**src/rtl/mem_loader.sv**
```systemverilog
// -----------------------------------------------------------------------------
// mem_loader
//
// Writes one switch-selected byte into an external memory word for each
// debounced press of a pushbutton. The raw button is synchronised, debounced,
// turned into a single write handshake (mem_we held until mem_ack or a
// timeout), and then the button must be released and stay released before
// another press is accepted.
//
// Parameters
//   DEBOUNCE_CYCLES : consecutive stable cycles needed to accept a press or
//                     a release
//   ACK_TIMEOUT     : cycles to wait for mem_ack before abandoning a write
//
// Ports
//   clk          in   sole clock, rising edge
//   reset        in   asynchronous, active-high reset
//   btn_write    in   raw, bouncing pushbutton (active high)
//   sw_addr[8:0] in   switch-selected word address
//   sw_data[7:0] in   switch-selected data byte
//   mem_ack      in   memory accepts the write when high while mem_we is high
//   mem_we       out  write request, held until ack or timeout
//   mem_addr     out  write address, frozen for the whole write
//   mem_wdata    out  write data {24'h0, byte}, frozen for the whole write
//   busy         out  high whenever the FSM is not idle
//   write_count  out  number of acknowledged writes (wraps 255 -> 0)
//   err          out  sticky ack-timeout flag, cleared only by reset
//
// Build option
//   MEM_LOADER_AUTOINC_EN : when defined, mem_addr comes from an internal
//   9-bit pointer that reloads from sw_addr whenever the switches change
//   while idle and advances after every acknowledged write. When undefined,
//   mem_addr is simply sw_addr captured at the start of each write.
// -----------------------------------------------------------------------------
module mem_loader #(
    parameter int DEBOUNCE_CYCLES = 250000,
    parameter int ACK_TIMEOUT     = 1023
) (
    input  logic        clk,
    input  logic        reset,
    input  logic        btn_write,
    input  logic [8:0]  sw_addr,
    input  logic [7:0]  sw_data,
    input  logic        mem_ack,
    output logic        mem_we,
    output logic [8:0]  mem_addr,
    output logic [31:0] mem_wdata,
    output logic        busy,
    output logic [7:0]  write_count,
    output logic        err
);

    // Counter widths sized so the terminal values (N-1) always fit.
    localparam int DEB_W = (DEBOUNCE_CYCLES > 1) ? $clog2(DEBOUNCE_CYCLES) : 1;
    localparam int TO_W  = (ACK_TIMEOUT > 1) ? $clog2(ACK_TIMEOUT) : 1;

    localparam logic [DEB_W-1:0] DEB_ZERO = DEB_W'(0);
    localparam logic [DEB_W-1:0] DEB_ONE  = DEB_W'(1);
    localparam logic [DEB_W-1:0] DEB_LAST = DEB_W'(DEBOUNCE_CYCLES - 1);
    localparam logic [TO_W-1:0]  TO_ZERO  = TO_W'(0);
    localparam logic [TO_W-1:0]  TO_ONE   = TO_W'(1);
    localparam logic [TO_W-1:0]  TO_LAST  = TO_W'(ACK_TIMEOUT - 1);

    typedef enum logic [1:0] {
        ST_IDLE     = 2'd0,
        ST_DEBOUNCE = 2'd1,
        ST_WRITE    = 2'd2,
        ST_RELEASE  = 2'd3
    } state_t;

    state_t            state_q, state_d;
    logic              btn_meta_q, btn_meta_d;
    logic              btn_sync_q, btn_sync_d;
    logic              btn_s;
    logic [DEB_W-1:0]  deb_cnt_q, deb_cnt_d;
    logic [TO_W-1:0]   to_cnt_q, to_cnt_d;
    logic              mem_we_q, mem_we_d;
    logic [8:0]        mem_addr_q, mem_addr_d;
    logic [31:0]       mem_wdata_q, mem_wdata_d;
    logic              busy_q, busy_d;
    logic [7:0]        write_count_q, write_count_d;
    logic              err_q, err_d;
`ifdef MEM_LOADER_AUTOINC_EN
    logic [8:0]        ptr_q, ptr_d;
    logic [8:0]        last_sw_q, last_sw_d;
`endif

    // The FSM only ever looks at the second synchroniser stage.
    assign btn_s = btn_sync_q;

    // Next-state, counter, handshake and capture logic.
    always_comb begin
        btn_meta_d    = btn_write;
        btn_sync_d    = btn_meta_q;
        state_d       = state_q;
        deb_cnt_d     = deb_cnt_q;
        to_cnt_d      = to_cnt_q;
        mem_we_d      = mem_we_q;
        mem_addr_d    = mem_addr_q;
        mem_wdata_d   = mem_wdata_q;
        write_count_d = write_count_q;
        err_d         = err_q;
`ifdef MEM_LOADER_AUTOINC_EN
        ptr_d         = ptr_q;
        last_sw_d     = last_sw_q;
`endif

        case (state_q)
            ST_IDLE: begin
`ifdef MEM_LOADER_AUTOINC_EN
                // Switch movement while idle re-targets the pointer.
                if (sw_addr != last_sw_q) begin
                    ptr_d     = sw_addr;
                    last_sw_d = sw_addr;
                end else begin
                    ptr_d     = ptr_q;
                    last_sw_d = last_sw_q;
                end
`endif
                if (btn_s) begin
                    state_d   = ST_DEBOUNCE;
                    deb_cnt_d = DEB_ZERO;
                end else begin
                    state_d   = ST_IDLE;
                end
            end

            ST_DEBOUNCE: begin
                if (!btn_s) begin
                    state_d = ST_IDLE;
                end else if (deb_cnt_q == DEB_LAST) begin
                    // Press accepted: freeze address and data for this write.
                    state_d     = ST_WRITE;
                    mem_we_d    = 1'b1;
                    to_cnt_d    = TO_ZERO;
`ifdef MEM_LOADER_AUTOINC_EN
                    mem_addr_d  = ptr_q;
`else
                    mem_addr_d  = sw_addr;
`endif
                    mem_wdata_d = {24'h000000, sw_data};
                end else begin
                    deb_cnt_d = deb_cnt_q + DEB_ONE;
                end
            end

            ST_WRITE: begin
                if (mem_ack) begin
                    state_d       = ST_RELEASE;
                    mem_we_d      = 1'b0;
                    deb_cnt_d     = DEB_ZERO;
                    write_count_d = write_count_q + 8'd1;
`ifdef MEM_LOADER_AUTOINC_EN
                    ptr_d         = ptr_q + 9'd1;
`endif
                end else if (to_cnt_q == TO_LAST) begin
                    // Abandon the write; the count and pointer stay put.
                    state_d   = ST_RELEASE;
                    mem_we_d  = 1'b0;
                    deb_cnt_d = DEB_ZERO;
                    err_d     = 1'b1;
                end else begin
                    to_cnt_d = to_cnt_q + TO_ONE;
                end
            end

            ST_RELEASE: begin
                // Any high sample restarts the release qualification.
                if (btn_s) begin
                    deb_cnt_d = DEB_ZERO;
                end else if (deb_cnt_q == DEB_LAST) begin
                    state_d = ST_IDLE;
                end else begin
                    deb_cnt_d = deb_cnt_q + DEB_ONE;
                end
            end

            default: begin
                state_d  = ST_IDLE;
                mem_we_d = 1'b0;
            end
        endcase

        busy_d = (state_d != ST_IDLE);
    end

    // State and output registers; reset forces everything idle at once.
    always_ff @(posedge clk or posedge reset) begin
        if (reset) begin
            btn_meta_q    <= 1'b0;
            btn_sync_q    <= 1'b0;
            state_q       <= ST_IDLE;
            deb_cnt_q     <= DEB_ZERO;
            to_cnt_q      <= TO_ZERO;
            mem_we_q      <= 1'b0;
            mem_addr_q    <= 9'd0;
            mem_wdata_q   <= 32'd0;
            busy_q        <= 1'b0;
            write_count_q <= 8'd0;
            err_q         <= 1'b0;
`ifdef MEM_LOADER_AUTOINC_EN
            ptr_q         <= 9'd0;
            last_sw_q     <= 9'd0;
`endif
        end else begin
            btn_meta_q    <= btn_meta_d;
            btn_sync_q    <= btn_sync_d;
            state_q       <= state_d;
            deb_cnt_q     <= deb_cnt_d;
            to_cnt_q      <= to_cnt_d;
            mem_we_q      <= mem_we_d;
            mem_addr_q    <= mem_addr_d;
            mem_wdata_q   <= mem_wdata_d;
            busy_q        <= busy_d;
            write_count_q <= write_count_d;
            err_q         <= err_d;
`ifdef MEM_LOADER_AUTOINC_EN
            ptr_q         <= ptr_d;
            last_sw_q     <= last_sw_d;
`endif
        end
    end

    assign mem_we      = mem_we_q;
    assign mem_addr    = mem_addr_q;
    assign mem_wdata   = mem_wdata_q;
    assign busy        = busy_q;
    assign write_count = write_count_q;
    assign err         = err_q;

endmodule

```
**config.mk**
```make
export PLATFORM = sky130hd
export DESIGN_NAME = mem_loader
export DESIGN_NICKNAME = d
export VERILOG_FILES = /design/src/rtl/mem_loader.sv
export SDC_FILE = /design/constraint.sdc
export NUM_CORES = 1
export LEC_CHECK = 0
export ABC_AREA = 1
export CORE_MARGIN = 2
export CORE_UTILIZATION = 52
export CTS_CLUSTER_DIAMETER = 100
export DETAILED_ROUTE_END_ITERATION = 10
export PLACE_DENSITY_LB_ADDON = 0.1
export SYNTH_ARGS = -nofsm -noshare
export SYNTH_HDL_FRONTEND = slang
export SYNTH_SLANG_ARGS = --single-unit
export TNS_END_PERCENT = 10
```
**constraint.sdc**
```tcl
create_clock -name clk -period 2.3 [get_ports clk]
set_input_delay 0.46 -clock clk [delete_from_list [all_inputs] [get_ports clk]]
set_output_delay 0.46 -clock clk [all_outputs]
set_load 0.005 [all_outputs]
```
Word-level counts from Yosys, hierarchy flattened
Index checks and enable logic that the tools add are counted.
W data, S select, Z words.
{ "word_totals": {"in_bits": 21, "register_bits": 60} }
{ "op_classes": {"bitwise": 1, "n_eq_ne": 11, "n_reduce_logical": 9, "n_addsub": 3, "n_mux": 25} }
{ "ops": {"columns": ["op", "n"], "rows": [
  ["$mux W18", 6],
  ["$pmux W18 S4", 1],
  ["$mux W10", 4],
  ["$pmux W10 S2", 1],
  ["$add A18 B1 Y18 const B", 1],
  ["$eq A18 B18 Y1 const B", 1],
  ["$mux W2", 6],
  ["$add A10 B1 Y10 const B", 1],
  ["$eq A10 B10 Y1 const B", 1],
  ["$ne A2 B2 Y1 const B", 5],
  ["$reduce_and A3 Y1", 3],
  ["$add A8 B1 Y8 const B", 1],
  ["$pmux W2 S4", 1],
  ["$mux W1", 5],
  ["$reduce_and A5 Y1", 1],
  ["$eq A2 B2 Y1 const B", 2],
  ["$reduce_and A4 Y1", 1],
  ["$reduce_bool A2 Y1", 2],
  ["$ne A3 B3 Y1 const B", 1],
  ["$eq A2 B1 Y1 const B", 1],
  ["$logic_not A2 Y1", 1],
  ["$pmux W1 S2", 1],
  ["$reduce_and A2 Y1", 1],
  ["$not A1 Y1", 1]
]} }

Logic depth before layout (Yosys ltp)
{ "depth": {"ltp_word": 5, "mapped_depth": 11, "ltp_nobuf": 11} }

Worst setup path after synthesis
Ideal clock, no wire load.
{ "synth_timing": {"path_kind": "register -> register", "startpoint": "register to_cnt_q[0]", "endpoint": "register deb_cnt_q[6]", "stages_incl_launch_ff": 11, "setup_time_ns": 0.120, "t_arrival_ns": 1.458, "path_slack_ns": 0.722, "n_path_buf": 1, "required_ns": 2.180, "path_cell_list": "dfrtp_1 inv_1 ha_1 nand3_1 nor2_4 nand2_4 a21oi_4 inv_2 buf_6 nand2_1 o21ai_2"} }
{ "synth_between": {"elab_chain_cells": 3} }
{ "synth_lines": {"columns": ["element", "line", "text"], "rows": [
  ["from (decl)", "76", "logic [TO_W-1:0] to_cnt_q, to_cnt_d;"],
  ["from (signal assigned)", "210", "to_cnt_q <= to_cnt_d;"],
  ["$eq A10 B10 Y1", "156", "end else if (to_cnt_q == TO_LAST) begin"],
  ["$ne A3 B3 Y1 (no line)", null, null],
  ["$reduce_and A3 Y1 (no line)", null, null],
  ["to (signal assigned)", "209", "deb_cnt_q <= deb_cnt_d;"],
  ["to (decl)", "75", "logic [DEB_W-1:0] deb_cnt_q, deb_cnt_d;"]
]} }
Every way passes these cells.
A chain may end at the register's enable or synchronous reset.

Worst setup path in the final report
{ "layout_timing": {"startpoint": "register deb_cnt_q[1]", "endpoint": "register to_cnt_q[9]"} }
{ "layout_between": {"elab_chain_cells": 3} }
{ "layout_lines": {"columns": ["element", "line", "text"], "rows": [
  ["$eq A18 B18 Y1", "131", "end else if (deb_cnt_q == DEB_LAST) begin"],
  ["$ne A2 B2 Y1 (no line)", null, null],
  ["$reduce_and A5 Y1 (no line)", null, null]
]} }
Every way passes these cells.

==> run metrics <==
Unique masters post-synth 35; Hold Vio Cnt, Final 0; ys async rst share 1.00; WP depth 8; WL/cell ~12 um; Cell Area, Placed 4120 sq um; slowest stage cell, crit path dfrtp_1; CP peak stage delay 400 ps; R2R cell count 8; Setup WS pre-CTS approximately 250 ps; share of cells above drive strength 1 0.0902; hold bufs inserted after CTS 0; register bit total from synthesis 60; Min-Delay Path Depth 0; Antenna Nets Post-Route 0; Die Area roughly 7700 sq um; Final WS setup 356 ps; total gr overflow 0; count of pins over their slew limit 0; fin crit share 0.845; Hold Crit Class flop to flop; Ys Warns 0; RSZ-0062 raised after global routing no; total CTS buffers 9; leakage power between 0.002 and 0.0025 uW; synth top area cells dfrtp_1 (41%), nand2_1 (14%), inv_1 (7.2%); CP cell instances ha_1, nand3_1, nor2_2, nand2_4, o21ai_4, nand2_4, nand2_1, nand2_1; Critical Path AT 2170 ps; routed vias roughly 3.0k; # DRC 0; io pins 73; Worst path top cell family by delay simple AND/OR/NAND/NOR gates; Sink Count 60; area share of the largest cell type after synthesis 0.413; worst path required time approximately 2500 ps; routability congestion estimate 0.931; Mapped Area 3630 sq um; initial core utilization 0.535; H-tree depth 3; worst hold start btn_meta_q; DRT iter0 DRCs 197; reg2reg end to_cnt_q[9]; CTS tree yes; ANT cells 0; Top FF cell, synth dfrtp_1; number of port buffers 48; status finished clean; Max-Cap Viols 0; Die W 87.6 um; Max VDD drop 0.344 mV; Fmax achieved 515 MHz; nets 563; Max FO, Critical Path 11; worst skew pair latency ~330 ps; post-CTS setup repair buffer count 0; final design area excluding fillers between 4000 and 5000 sq um; row count 30; clock buffer depth 2; register area share after synthesis 0.413; critical path class flop to flop; hold path endpoint btn_s; pin count of the biggest net entering global routing 61; Reg2Reg Setup Slack 360 ps; post-CTS sizing 0; Yosys top cell by area dfrtp_1; Post-synth top cells nand2_1 (132), inv_1 (70), dfrtp_1 (60); Worst setup EP type flop; global-route usage over all layers 0.213; first-pass GRT wire length 12900 um; Reg2Reg Launch Point deb_cnt_q[1]; fillcell total approximately 610; ratio of total power to cell area 524 nW/um^2; Worst-path clk slew 70 ps; WP buf/inv 0; fin crit period 1940 ps; setup tns final 0 ps; clk_skew 10.6 ps; Avg Synthesized Cell Area 7.49 sq um; Die Span Y 87.6 um; Post-synth EDFFs 0; root buffer cell clkbuf_8; DP Wirelength approximately 5500 um; Setup crit start kind flop; area of the core 6790 sq um; Syn Inst Count 485; detailed-route vias per instance 4.71; Layout area overhead 19.3%; number of global-route vias before repair 2798; cell with the most instances after synthesis nand2_1; Post-Route WL between 7000 and 8000 um; TritonRoute pass-1 iters 5; initial antenna violation count 0; # setup viols final 0
[worst max path at each step]
stage / to / start
6_report: to_cnt_q[9] / deb_cnt_q[1]
5_1_grt: to_cnt_q[3] / deb_cnt_q[0]
4_1_cts: to_cnt_q[9] / deb_cnt_q[1]
3_5_place_dp: deb_cnt_q[3] / mem_ack
3_3_place_gp: deb_cnt_q[5] / mem_ack
2_1_floorplan: btn_meta_q / reset
[stage by stage]
stage	power, uW	cells	hold slack [ps]	utilization
after floorplan	1210	508	331	-
after global placement	1240	623	336	0.606
after detailed placement	1240	623	346	0.606
after CTS	2300	639	357	0.638
after global routing	2380	639	379	0.638
final	2270	639	352	0.638
[metal layers]
layer / vias to the layer above / wire (um) / GRT usage
met3: 9 / 375 / 0.0405
li1: 1561 / - / -
met5: - / 0 / 0
met4: 0 / 89 / 0.0839
met1: 1354 / 3480 / 0.301
met2: 83 / 3550 / 0.325
[placed cells by master, fill, tap and decap left out, types with 3 or more instances in the layout]
cell / count
buf_4: 3
clkbuf_8: 10
clkdlybuf4s50_1: 48
clkinv_2: 3
conb_1: 24
dfrtp_1: 60
ha_1: 4
inv_1: 69
inv_2: 5
nand2_1: 132
nand2_2: 5
nand2_4: 4
nand3_1: 35
nand3_2: 3
nand4_1: 12
nor2_1: 55
nor2_4: 6
nor3_1: 3
o211ai_1: 3
o21ai_0: 3
o21ai_1: 20
xnor2_1: 6
xor2_1: 11
[worst reg2reg max path, stage by stage (launching register included)]
cell and delay [ps]:
dfrtp_1 400, ha_1 240, nand3_1 190, nor2_2 260, nand2_4 120, o21ai_4 330, nand2_4 160, nand2_1 100
nand2_1 50
[power breakdown]
part           total [uW]  internal (uW)  leakage [uW]  switching (uW)
clock network        1050            635      0.000113             415
registers            1080           1070      0.000819            14.7
logic                 139           55.6       0.00137            83.0
total                2270           1760       0.00230             513
[layout make-up]
type | count | area, sq um | area share
Tap cell | 96 | 120 | 0.0277
Inverter | 74 | 278 | 0.0641
Sequential cell | 60 | 1500 | 0.346
Clock buffer | 11 | 141 | 0.0326
Timing Repair Buffer | 52 | 523 | 0.121
Multi-Input combinational cell | 341 | 1700 | 0.391
Clock inverter | 5 | 75.1 | 0.0173
[state kept, by name, summed over array words and instances, names as in the netlist]
signal       count
deb_cnt_q       18
to_cnt_q        10
mem_we           1
write_count      8
btn_s            1
state_q          2
mem_wdata        8
mem_addr         9
err              1
btn_meta_q       1
busy             1
[cells by family (layout without fill, tap and decap cells)]
group	after synthesis	after routing	synth area share
compound gates	35	35	0.0606
xor+xnor	17	17	0.0410
fa+ha+maj	4	4	0.0138
buf+inv	107	142	0.144
flops	60	60	0.413
other cells	1	24	0.00103
simple gates	261	261	0.326
(Power assumes the default switching activity.)
==> edit 1, RTL diff (config.mk and constraints unchanged) <==
`mem_addr_q` and `mem_wdata_q` no longer have a reset.
--- a/src/rtl/mem_loader.sv
+++ b/src/rtl/mem_loader.sv
@@ -193,8 +193,6 @@
             deb_cnt_q     <= DEB_ZERO;
             to_cnt_q      <= TO_ZERO;
             mem_we_q      <= 1'b0;
-            mem_addr_q    <= 9'd0;
-            mem_wdata_q   <= 32'd0;
             busy_q        <= 1'b0;
             write_count_q <= 8'd0;
             err_q         <= 1'b0;
@@ -209,8 +207,6 @@
             deb_cnt_q     <= deb_cnt_d;
             to_cnt_q      <= to_cnt_d;
             mem_we_q      <= mem_we_d;
-            mem_addr_q    <= mem_addr_d;
-            mem_wdata_q   <= mem_wdata_d;
             busy_q        <= busy_d;
             write_count_q <= write_count_d;
             err_q         <= err_d;
@@ -219,6 +215,11 @@
             last_sw_q     <= last_sw_d;
 `endif
         end
+    end
+
+    always_ff @(posedge clk) begin
+        mem_addr_q  <= mem_addr_d;
+        mem_wdata_q <= mem_wdata_d;
     end
 
     assign mem_we      = mem_we_q;
Function: no difference found for any inputs over 10 cycles, from zero or initial values and one cycle with reset high; that may be too few to reach the edited logic, so the function may still have changed.
==> edit 1 against the original RTL <==
Synthesized cell count down 16%. Design area down 6.6%. Core utilization up 0.71 points. Die area down 7.4%. Worst setup slack worse by 0.038 ns. Area after synthesis down 7.7%. Sequential cell count unchanged. Wire length down 6.2%. Power down 2.4%. Via count down 9.3%. Largest cell class is now sequential cells. Highest routed layer unchanged.
==> edit 1: results (changes against the original RTL) <==
The run finished with clean final reports. The maximum buffer depth of the clock tree came out at 2 (unchanged). The clock-pin transition on the worst setup and hold timing paths was 0.07 ns (about the same).

The initial detailed-routing violation count was 172 (-13%); the number of synthesized flops with an enable pin was 17 (+17). Wire length per cell after detailed routing: 12.89 um (+9.8%). The number of stages on the worst hold path is 0 (unchanged). Ranked by instance count, the synthesized netlist is headed by 114 x sky130_fd_sc_hd__nand2_1, 55 x sky130_fd_sc_hd__nor2_1, 43 x sky130_fd_sc_hd__dfrtp_1. The gate count of the mapped netlist was 405 (-16%).

The startpoint identified for the worst register-to-register timing path is deb_cnt_q[1]. Class of the worst hold path: flop to flop. Among all flip-flop cells after synthesis, the most frequent one is sky130_fd_sc_hd__dfrtp_1. The tools report the number of distinct standard cells referenced by the synthesized netlist as 33 (-5.7%).

The setup slack of the worst register-to-register path was 0.32 ns (-0.04 ns); the worst-case reg-to-reg path depth was 8 (unchanged). Post-cts gate resize count: 0 (unchanged). The worst hold path begins at btn_meta_q. The count of input and output buffers is 48 (unchanged), and the leakage power summed over all cells is 1.773 nW (-23%). The run gives 0 (unchanged) as the number of antenna violations at the first check in global routing.

Hold-critical path endpoint: btn_s. The number of detailed-routing iterations run before antenna repair came out at 4 (-1). The total instance count after detailed placement came out at 530 (-15%).

The fraction of registers with async set/reset was 71.67% (-28 points); the number of filler instances in the final layout was 573 (-5.3%). Clock latency on the worst-skew pair, taken at its later pin, is 0.34 ns. Register bank with the most flops: deb_cnt_q.

The depth of the CTS H-tree is 3 (unchanged). The final routed wirelength across all metal layers was 7036 um (-6.2%); the estimated wirelength of the detail-placed design was 5061 um (-8.6%). The worst clock skew on the final layout came out at 0.01027 ns (-0.0003367 ns). The share of layout cells above drive strength 1 was 10.45% (+1.4 points). The root buffer cell was sky130_fd_sc_hd__clkbuf_8. The tools report the arrival time reported for the critical path endpoint as 2.01 ns (-0.16 ns). The count of antenna diodes in the layout is 0 (unchanged). The number of flip-flops under the largest register name is 18 (unchanged), and the maximum number of pins on one net before global-route repair is 44 (-28%).

The maximum ir drop on the vdd rail is 0.0003759 V (+9.3%). The worst register-to-register path ends at mem_wdata[7]. Yosys warning count: 0 (unchanged). The via count normalized by instance count works out to 4.996 (+6.2%). After synthesis, the cell types taking the most area are sky130_fd_sc_hd__dfrtp_1 32%, sky130_fd_sc_hd__edfxtp_1 15%, sky130_fd_sc_hd__nand2_1 13%.

The final weighted congestion of routability-driven global placement was 0.9007 (-3.2%); the count of nets after finishing was 489 (-13%). The number of global-route vias before repair is 2558 (-8.6%). The number of buffers created by CTS came out at 9 (unchanged). The number of setup buffers added after CTS came out at 0 (unchanged).

The aggregate global-route resource usage is 21.02% (-0.30 points), and the highest net fanout along the worst path is 17 (+6). The first-pass GRT wire length was 11880 um (-7.9%). For the proportion of synthesized chip area in sequential cells, the log shows 47.33% (+6.0 points).
[edit 1: routing by layer]
layer	track usage, %	routed length (um)	vias to the layer above
li1	-	-	1371
met1	27.30	3178	1292
met2	34.63	3495	52
met3	3.441	213	13
met4	9.677	149	0
met5	0	0	-
[edit 1: cell type report]
class / instances / area share (%)
flip-flops and latches: 60 / 39.18
clock inverters: 6 / 1.576
well taps: 77 / 2.379
repair buffers: 53 / 13.10
inverters: 36 / 3.337
multi-input cells: 304 / 37.27
clock buffers: 10 / 3.152
[edit 1: cells by family (layout without fill, tap and decap cells)]
family	after synthesis	count (layout)	share of synthesized area [%]
and+or+nand+nor	241	241	32.77
buffers and inverters	64	105	10.23
DFF	60	60	47.33
AOI/OAI and AO/OA	18	18	3.621
xor gates and xnor gates	17	17	4.442
adders and majority gates	4	4	1.493
other	1	24	0.1119
[edit 1: worst max-delay path, cell delays in order, from the launching register on]
cell	delay [ns]
sky130_fd_sc_hd__dfrtp_1	0.39
sky130_fd_sc_hd__ha_1	0.24
sky130_fd_sc_hd__nand2_1	0.13
sky130_fd_sc_hd__nor2_4	0.22
sky130_fd_sc_hd__nand3_4	0.16
sky130_fd_sc_hd__nor2_1	0.14
sky130_fd_sc_hd__nand2_1	0.09
sky130_fd_sc_hd__inv_1	0.06
sky130_fd_sc_hd__buf_4	0.24
[edit 1: where the power goes]
part,switching (mW),leakage [nW],internal (mW)
logic,0.0812,0.943,0.0606
registers,0.0191,0.737,1.11
clock network,0.446,0.0927,0.500
[edit 1: worst max path at each step]
stage / from / end / slack [ns] / depth (start not counted)
after floorplan: deb_cnt_q[0] / mem_addr[0] / 0.37 / 7
after global placement: deb_cnt_q[1] / mem_wdata[4] / 0.39 / 8
after detailed placement: deb_cnt_q[1] / mem_addr[1] / 0.32 / 8
after CTS: deb_cnt_q[1] / mem_addr[4] / 0.31 / 8
after global routing: deb_cnt_q[1] / mem_addr[4] / 0.12 / 8
final: deb_cnt_q[1] / mem_wdata[7] / 0.32 / 8
[edit 1: stage by stage]
| stage | setup WS [ns] | util [%] | hold WS (ns) | instance area [um^2] |
|---|---|---|---|---|
| floorplan | 0.3750 | - | 0.3312 | 3438 |
| global placement | 0.3939 | 61.45 | 0.3328 | 3857 |
| detailed placement | 0.3190 | 61.45 | 0.3347 | 3857 |
| CTS | 0.3106 | 64.50 | 0.3504 | 4049 |
| global route | 0.1186 | 64.50 | 0.3727 | 4049 |
| finish | 0.3189 | 64.50 | 0.3487 | 4049 |
==> edit 2, RTL diff (same settings) <==
Made on the original files. `DEBOUNCE_CYCLES`: 250000 -> 62500.
--- a/src/rtl/mem_loader.sv
+++ b/src/rtl/mem_loader.sv
@@ -33,7 +33,7 @@
 //   mem_addr is simply sw_addr captured at the start of each write.
 // -----------------------------------------------------------------------------
 module mem_loader #(
-    parameter int DEBOUNCE_CYCLES = 250000,
+    parameter int DEBOUNCE_CYCLES = 62500,
     parameter int ACK_TIMEOUT     = 1023
 ) (
     input  logic        clk,
Formal check against the unedited RTL: no difference found for any inputs over 10 cycles, from zero or initial values and one cycle with reset high; that may be too few to reach the edited logic, so the function may still have changed.
==> edit 2 against the original RTL <==
Worst setup slack better by 0.21 ns. Sequential cell count down 2. Non-clock buffer count did not move. Global-route usage fell by 0.31 points. Area after synthesis down 11%. Maximum frequency rose by 12%. Sequential share of layout area increased by 2.7 points. Clock skew barely moved. Wire length fell by 16%. First-iteration DRC count fell by 24%. Design area is 10% lower. Critical path type is now flop to output pin. Critical endpoint is now write_count[2].
Power is not compared: it rests on default switching activity, and its combinational part moved more than twofold at a synthesized area within 25%.
==> edit 2: results (changes against the original RTL) <==
In the post-synthesis netlist, the biggest area contributors are sky130_fd_sc_hd__dfrtp_1 45%, sky130_fd_sc_hd__nand2_1 14%, sky130_fd_sc_hd__nor2_1 5.7%. The synthesized area per cell was 7.733 um^2 (+3.2%); the latest clock arrival within the worst-skew pair was 0.33 ns (about the same). The first-pass GRT wire length was 10880 um (-16%).

The tools report the source of the critical timing path as write_count[2]. The arrival time reported for the critical path endpoint is 1.28 ns (-0.89 ns), and the delay of the slowest critical-path stage is 0.54 ns (+0.14 ns). Sorting the synthesized cells by how often they occur yields 121 x sky130_fd_sc_hd__nand2_1, 58 x sky130_fd_sc_hd__dfrtp_1, 49 x sky130_fd_sc_hd__nor2_1. The cell with the biggest individual delay on the critical path is sky130_fd_sc_hd__clkdlybuf4s50_1. The worst-case reg-to-reg path depth is 11 (+3). The share of synthesized cell area in full adder, half adder and majority cells is 1.556% (+0.18 points).

The total instance count after detailed placement was 536 (-14%); the share of layout cells above drive strength 1 was 9.053% (+0.029 points). The estimated wirelength of the detail-placed design was 4675 um (-16%). The complex-gate fraction of the synthesized area is 6.340% (+0.28 points), and the worst-case setup margin in the final layout is 0.5624 ns (+0.2059 ns).

The wire length per cell after detailed routing is 11.49 um (-2.1%). The tools report the count of nets after finishing as 497 (-12%). The run gives 21.02% (-0.31 points) as the aggregate global-route resource usage. The final weighted congestion of routability-driven global placement was 0.8329 (-10%); the setup slack after placement was 0.2867 ns (+0.03505 ns).

The total vias in the final route came out at 2580 (-14%). The initial detailed-routing violation count is 150 (-24%), and the highest net fanout along the worst path is 4 (-7). The logs give 2535 (-9.4%) for the number of global-route vias before repair and 0.58 ns (+0.22 ns) for the setup slack of the worst register-to-register path.

In this design, the largest share of critical-path delay is due to buffers and inverters. Worst flop-to-flop path endpoint: deb_cnt_q[1]. The startpoint identified for the worst register-to-register timing path is to_cnt_q[0]. The number of distinct standard cells referenced by the synthesized netlist is 30 (-14%), and the layout-stage area growth over the synthesis result is 20.81%. The worst clock skew on the final layout is 0.01091 ns (+0.0003012 ns), and the number of detailed-routing iterations run before antenna repair is 4 (-1). The flow ran to the end, and the final reports show no timing, DRC or antenna violations.

The post-synthesis xor/xnor area fraction came out at 4.084% (-0.014 points). The maximum number of pins on one net before global-route repair is 38 (-38%), and the number of flip-flops under the largest register name is 16 (-2). In this run the worst setup path terminates at write_count[2]. The number of standard cells in the layout, taps in and fillers out is 550 (-14%). The run gives 45.12% (+3.8 points) as the proportion of synthesized chip area in sequential cells.
==> edit 2: cells by family after synthesis <==
kind of cell             Yosys count
buffers and inverters             81
AND/OR/NAND/NOR                  224
adder cells (fa/ha/maj)            4
XOR/XNOR                          15
other                              1
AO/OA/AOI/OAI                     33
flip-flops                        58
==> edit 2: cell type report <==
| type | instances | area, um^2 |
|---|---|---|
| fillers | 523 | 2069 |
| flip-flops and latches | 58 | 1451 |
| multi-input cells | 300 | 1435 |
| repair buffers | 52 | 523.0 |
| inverters | 51 | 191.4 |
| clock buffers | 11 | 151.4 |
| well taps | 75 | 93.84 |
| clock inverters | 3 | 40.04 |
==> edit 2: stage by stage <==
step | hold WS (ns) | area, um^2 | total power [mW]
floorplan | 0.3312 | 3303 | 1.611
global placement | 0.3332 | 3695 | 1.796
detailed placement | 0.3355 | 3695 | 1.810
CTS | 0.3489 | 3886 | 2.742
global route | 0.3537 | 3886 | 2.879
finish | 0.3486 | 3886 | 2.712
==> edit 2: worst min-delay path by stage <==
stage                from  endpoint  slack [ns]  cells past startpoint
6_report       btn_meta_q     btn_s        0.35                      0
5_1_grt        btn_meta_q     btn_s        0.35                      0
4_1_cts        btn_meta_q     btn_s        0.35                      0
3_5_place_dp   btn_meta_q     btn_s        0.34                      0
3_3_place_gp   btn_meta_q     btn_s        0.33                      0
2_1_floorplan  btn_meta_q     btn_s        0.33                      0
==> edit 2: routing by layer <==
layer  GRT usage [%]  vias up  share of wire (%)
met1           27.60     1143                 47
met4           8.361        0                1.3
met2           32.18       81                 45
met5               0        -                  0
met3           6.848        8                6.3
li1                -     1348                  -
==> edit 2: report_power, final <==
group	internal, mW	switching (mW)
Sequential	1.12	0.108
Combinational	0.251	0.314
Clock	0.544	0.381
